<file path="src/rtl/psum_drain_accumulator_pkg.sv">
// Shared sizes, state encoding and array types for the partial-sum drain accumulator.
package psum_drain_accumulator_pkg;

  localparam int DIM_A     = 8;
  localparam int DIM_C     = 4;
  localparam int ACC_WIDTH = 12;
  localparam int OUT_WIDTH = 16;
  localparam int NUM_EL    = DIM_C * DIM_A;
  localparam int IDX_WIDTH = $clog2(NUM_EL);

  typedef enum logic {
    ACCUM = 1'b0,
    DRAIN = 1'b1
  } state_e;

  // Element [c][a] sits at bit offset (c*DIM_A + a) * width in both arrays.
  typedef logic signed [DIM_C-1:0][DIM_A-1:0][ACC_WIDTH-1:0] prod_arr_t;
  typedef logic signed [DIM_C-1:0][DIM_A-1:0][OUT_WIDTH-1:0] acc_arr_t;

endpackage

</file>
<file path="src/rtl/psum_drain_accumulator_sat_add.sv">
// Signed saturating adder: clamps to the representable range and flags overflow.
module sat_add_signed #(
  parameter int W = 16
) (
  input  logic [W-1:0] a_i,
  input  logic [W-1:0] b_i,
  output logic [W-1:0] sum_o,
  output logic         ovf_o
);

  logic [W-1:0] raw;
  logic [W-1:0] max_pos;
  logic [W-1:0] min_neg;

  assign raw     = a_i + b_i;
  assign max_pos = {1'b0, {(W-1){1'b1}}};
  assign min_neg = {1'b1, {(W-1){1'b0}}};

  // Overflow only when both operands share a sign the result does not.
  always_comb begin
    ovf_o = (a_i[W-1] == b_i[W-1]) && (raw[W-1] != a_i[W-1]);
    sum_o = raw;
    if (ovf_o) sum_o = a_i[W-1] ? min_neg : max_pos;
  end

endmodule

</file>
<file path="src/rtl/psum_drain_accumulator.sv">
// Accumulates product arrays across reduction tiles, then streams the
// saturated sums out one element per valid/ready beat.
module psum_drain_accumulator
  import psum_drain_accumulator_pkg::*;
(
  input  logic                                clk,
  input  logic                                rst_n,
  input  logic                                prod_valid,
  output logic                                prod_ready,
  input  logic [DIM_C*DIM_A*ACC_WIDTH-1:0]    prod,
  input  logic                                tile_last,
  output logic                                out_valid,
  input  logic                                out_ready,
  output logic [OUT_WIDTH-1:0]                out_data,
  output logic [IDX_WIDTH-1:0]                out_idx,
  output logic                                out_last,
  output logic                                sat_flag
);

  state_e                 state_q, state_d;
  logic                   first_tile_q, first_tile_d;
  acc_arr_t               acc_q, acc_d;
  logic [IDX_WIDTH-1:0]   idx_q, idx_d;
  logic                   sat_q, sat_d;

  prod_arr_t              prod_arr;
  acc_arr_t               sum_arr;
  logic [NUM_EL-1:0]      ovf;
  logic                   sat_any;
  logic [NUM_EL-1:0][OUT_WIDTH-1:0] acc_flat;
  logic                   last_el;

  assign prod_arr = prod;
  assign acc_flat = acc_q;
  assign sat_any  = |ovf;
  assign last_el  = (idx_q == IDX_WIDTH'(NUM_EL - 1));

  // One saturating adder per element; the first tile of a reduction adds to zero.
  for (genvar c = 0; c < DIM_C; c++) begin : g_c
    for (genvar a = 0; a < DIM_A; a++) begin : g_a
      logic [OUT_WIDTH-1:0] base;
      logic [OUT_WIDTH-1:0] addend;
      assign base   = first_tile_q ? '0 : acc_q[c][a];
      assign addend = {{(OUT_WIDTH-ACC_WIDTH){prod_arr[c][a][ACC_WIDTH-1]}}, prod_arr[c][a]};
      sat_add_signed #(.W(OUT_WIDTH)) u_add (
        .a_i   (base),
        .b_i   (addend),
        .sum_o (sum_arr[c][a]),
        .ovf_o (ovf[c*DIM_A+a])
      );
    end
  end

  // State, accumulators, drain index and sticky saturation.
  always_ff @(posedge clk or negedge rst_n) begin
    if (!rst_n) begin
      state_q      <= ACCUM;
      first_tile_q <= 1'b1;
      acc_q        <= '0;
      idx_q        <= '0;
      sat_q        <= 1'b0;
    end else begin
      state_q      <= state_d;
      first_tile_q <= first_tile_d;
      acc_q        <= acc_d;
      idx_q        <= idx_d;
      sat_q        <= sat_d;
    end
  end

  // Next-state: accumulate on accepted arrays, then walk the index while draining.
  always_comb begin
    state_d      = state_q;
    first_tile_d = first_tile_q;
    acc_d        = acc_q;
    idx_d        = idx_q;
    sat_d        = sat_q;
    case (state_q)
      ACCUM: begin
        if (prod_valid) begin
          acc_d        = sum_arr;
          first_tile_d = 1'b0;
          sat_d        = (first_tile_q ? 1'b0 : sat_q) | sat_any;
          if (tile_last) begin
            state_d = DRAIN;
            idx_d   = '0;
          end
        end
      end
      DRAIN: begin
        if (out_ready) begin
          if (last_el) begin
            state_d      = ACCUM;
            first_tile_d = 1'b1;
            idx_d        = '0;
          end else begin
            idx_d = idx_q + 1'b1;
          end
        end
      end
      default: state_d = ACCUM;
    endcase
  end

  assign prod_ready = (state_q == ACCUM);
  assign out_valid  = (state_q == DRAIN);
  assign out_data   = out_valid ? acc_flat[idx_q] : '0;
  assign out_idx    = idx_q;
  assign out_last   = out_valid && last_el;
  assign sat_flag   = sat_q;

endmodule
</file>
<file path="config.mk">
export PLATFORM = sky130hd
export DESIGN_NAME = psum_drain_accumulator
export DESIGN_NICKNAME = d
export VERILOG_FILES = /design/src/rtl/psum_drain_accumulator_pkg.sv /design/src/rtl/psum_drain_accumulator_sat_add.sv /design/src/rtl/psum_drain_accumulator.sv
export SDC_FILE = /design/constraint.sdc
export NUM_CORES = 2
export LEC_CHECK = 0
export BUFFER_PORTS_ARGS = -buffer_cell sky130_fd_sc_hd__buf_2
export CORE_MARGIN = 5
export CORE_UTILIZATION = 32
export DETAILED_ROUTE_END_ITERATION = 8
export PLACE_DENSITY_LB_ADDON = 0.05
export SLEW_MARGIN = 15
export SYNTH_ARGS = -nofsm -noshare
export SYNTH_HDL_FRONTEND = slang
export SYNTH_SLANG_ARGS = --single-unit
</file>
<file path="constraint.sdc">
create_clock -name clk -period 4.1 [get_ports clk]
set_input_delay 1.025 -clock clk [delete_from_list [all_inputs] [get_ports clk]]
set_output_delay 1.025 -clock clk [all_outputs]
set_load 0.01 [all_outputs]
</file>
==> out/results.ini <==
[run_status]
status=finished, violations left
violations=setup timing

[worst_setup_path]
r2r_setup_slack_ps=-140
crit_arrival_ps=3220
r2r-end=sat_flag
cp_cell_sequence=buf_12 -> buf_16 -> mux4_2 -> mux4_2 -> mux2i_1 -> nor2_2 -> buf_2
critPathKind=flip-flop to primary output
cpMostUsedCell=mux4_2
reg2reg_depth=21
slowest_stage=mux4_2
critPathLaunch=out_idx[0]
r2r_start=first_tile_q
critPathLaunchType=flip-flop
max_stage_delay_ps=640
cp-endpoint=out_data[3]
end_kind=primary output
critPathRequiredTime_ps=3070
critPathMaxFanout=8

[timing]
slew_headroom=0.3286
drv_slew=0
hold_viol_final=0
rsz0062_at_grt=true
fin_crit_sh=1.036
tns_ps=-1482
hold_ws_ps=303.3
fmax_mhz=235.5
period_needed_ps=4246
worst_pin_slew_ps=1003
fin_worst_skew_ps=18.16
setup_viol=17
fin_ws_ps=-145.8

[layout]
stdcell_area_um2=61870
fin_nets=7645
multi_input_area_um2=34950
finalNonFillerCells=8851
final_util=0.4073
fillers=15480
drive_above_1_share=0.2300
seqCellArea_um2=13030
syn_to_final_growth_pct=26.72

[min_path]
hold_class=input pin to async pin

[synthesis]
syn_inst=5860
ys_ff_latch=520
synth_fp_nets=6763
syn_avg_cell_area_um2=8.332
synth_mux_area_frac=0.07750
ys_types=85
synth_edf_count=0
yosys_warnings=0
syn-cell-area_um2=48820
synth_top_family_by_area=simple AND/OR/NAND/NOR gates
synth_compound_area_frac=0.2092
synthAdderAreaFrac=0.1366
yosysSeqAreaShare=0.2665
synth_flop_cell=dfrtp_1
yosys.area_share.simple=0.2099
async_flop_share=1.000
synth_xor_area_frac=0.06386

[global_routing]
grt_max_degree=143
grt.busiest_layer=met2
grtUsageMet3=0.05074
met2_usage=0.3820
antenna_found_initial=54
use_met1=0.3277
grt_pass1_vias=44960
grtUsageTotal=0.2386
gr-total-overflow=0
grt_first_pass_wirelength_mm=292.5

[power]
power.leakage_nw=28.45
peakVddDrop_mv=0.3609
powerDensity_nw_per_um2=870.8
total_power_mw=53.87

[placed_design]
placedCellCount=8645
dpl_worst_slack_ps=-512.0
hpwl_mm=156.9
place_congestion=0.9089
portBuffers=413
placed_cell_area_um2=57520

[floorplanning]
core_area_um2=151900
num_io_pins=414
rows=143
initial_core_util=0.3214
die_height_um=400.6
die_w_um=400.6
die-area_um2=160500

[routing]
dr.pass1.iters=5
drt_first_iter_violations=2618
vias=45890
vias_per_cell=5.184
wire_per_inst_um=22.36
wl_mm=197.9
antenna_left=0
drc=0

[clock_network]
numCtsBuffers=75
cts_tree=built
cts_buffer_depth=3
clk_latency_ps=670
cts_root_buf=clkbuf_16
cts.sinks=520
path_clk_slew_ps=60
htreeDepth=3

[run]
drv_cap=0

-- timing repair --
item / 4_1_cts / 5_1_grt
buffers inserted: 25 / 22
setup endpoints to repair: 75 / 212
hold buffers: 0 / 0
pin swaps: 34 / 82
cloned: 5 / 2
gates resized for setup: 95 / 197
-- cell usage in the layout, fill, tap and decap left out, drive strengths merged, types with 24 or more instances in the layout --
cell | synthesis | routed
buf | 20 | 1062
a21oi | 680 | 680
nor2 | 586 | 586
nor2b | 560 | 560
nand2 | 523 | 523
o21ai | 520 | 520
dfrtp | 519 | 519
ha | 482 | 482
xnor2 | 269 | 269
inv | 211 | 213
mux4 | 160 | 160
a21o | 155 | 155
clkbuf | 239 | 104
nand2b | 90 | 90
xor2 | 87 | 87
nand3 | 87 | 87
nor3 | 83 | 83
o21a | 47 | 47
a211oi | 47 | 47
a31oi | 41 | 41
and3 | 37 | 37
fa | 32 | 32
a21boi | 29 | 29
o211ai | 27 | 27
or3 | 24 | 24
-- cell type report --
| class | instances | area share |
|---|---|---|
| Multi-Input combinational cell | 4869 | 0.5649 |
| Clock inverter | 33 | 0.007078 |
| Clock buffer | 102 | 0.03529 |
| Timing Repair Buffer | 1064 | 0.1274 |
| Antenna cell | 21 | 0.0008494 |
| Sequential cell | 520 | 0.2106 |
| Tap cell | 2030 | 0.04105 |
| Inverter | 212 | 0.01286 |
-- sequential cells by signal, indices dropped and copies added, names as in the netlist --
signal / flops
out_valid: 1
acc_flat: 512
out_idx: 5
sat_flag: 1
first_tile_q: 1
-- Yosys cell counts, types with 87 or more instances --
| cell | n | share of area |
|---|---|---|
| dfrtp_1 | 519 | 0.27 |
| inv_1 | 211 | 0.016 |
| nand3_1 | 87 | 0.0089 |
| xor2_1 | 87 | 0.016 |
| xnor2_1 | 269 | 0.048 |
| nor2b_1 | 560 | 0.072 |
| mux4_2 | 160 | 0.074 |
| o21ai_0 | 447 | 0.046 |
| ha_1 | 482 | 0.12 |
| nor2_1 | 586 | 0.045 |
| nand2b_1 | 90 | 0.012 |
| a21o_1 | 155 | 0.024 |
| a21oi_1 | 677 | 0.069 |
| clkbuf_1 | 239 | 0.018 |
| nand2_1 | 523 | 0.040 |
-- cell families (layout without fill, tap and decap cells) --
| group | Yosys count | after routing |
|---|---|---|
| buf+inv | 471 | 1411 |
| simple gates | 2097 | 2097 |
| compound gates | 1724 | 1724 |
| mux | 178 | 178 |
| flops | 520 | 520 |
| xor+xnor | 356 | 356 |
| other cells | 0 | 21 |
| fa+ha+maj | 514 | 514 |
-- critical path: cells and delay by family, from the launching register on --
family / cells / cell delay, ps
buffers and inverters: 3 / 530
flip-flops: 1 / 480
multiplexers: 3 / 1400
AND/OR/NAND/NOR: 1 / 110
-- worst min-delay path by stage --
stage	startpoint	end	slack, ps	cells past startpoint
3_3_place_gp	acc_flat[57]	acc_flat[57]	470	2
5_1_grt	rst_n	acc_flat[2]	320	1
6_report	rst_n	acc_flat[2]	300	1
3_5_place_dp	acc_flat[55]	acc_flat[55]	480	2
4_1_cts	rst_n	acc_flat[2]	290	1
2_1_floorplan	acc_flat[288]	acc_flat[288]	450	2
-- per-layer routing --
layer	routed length (um)	vias up
li1	-	22640
met1	90760	22000
met2	89110	983
met3	12120	246
met4	5827	14
met5	89	-
-- report_power, final --
group          internal (mW)  total, mW  switching (mW)
Combinational           17.2       36.2            19.0
Sequential              7.58       10.5            2.92
Clock                   4.35       7.15            2.80
Power figures use the tool's default switching activity.
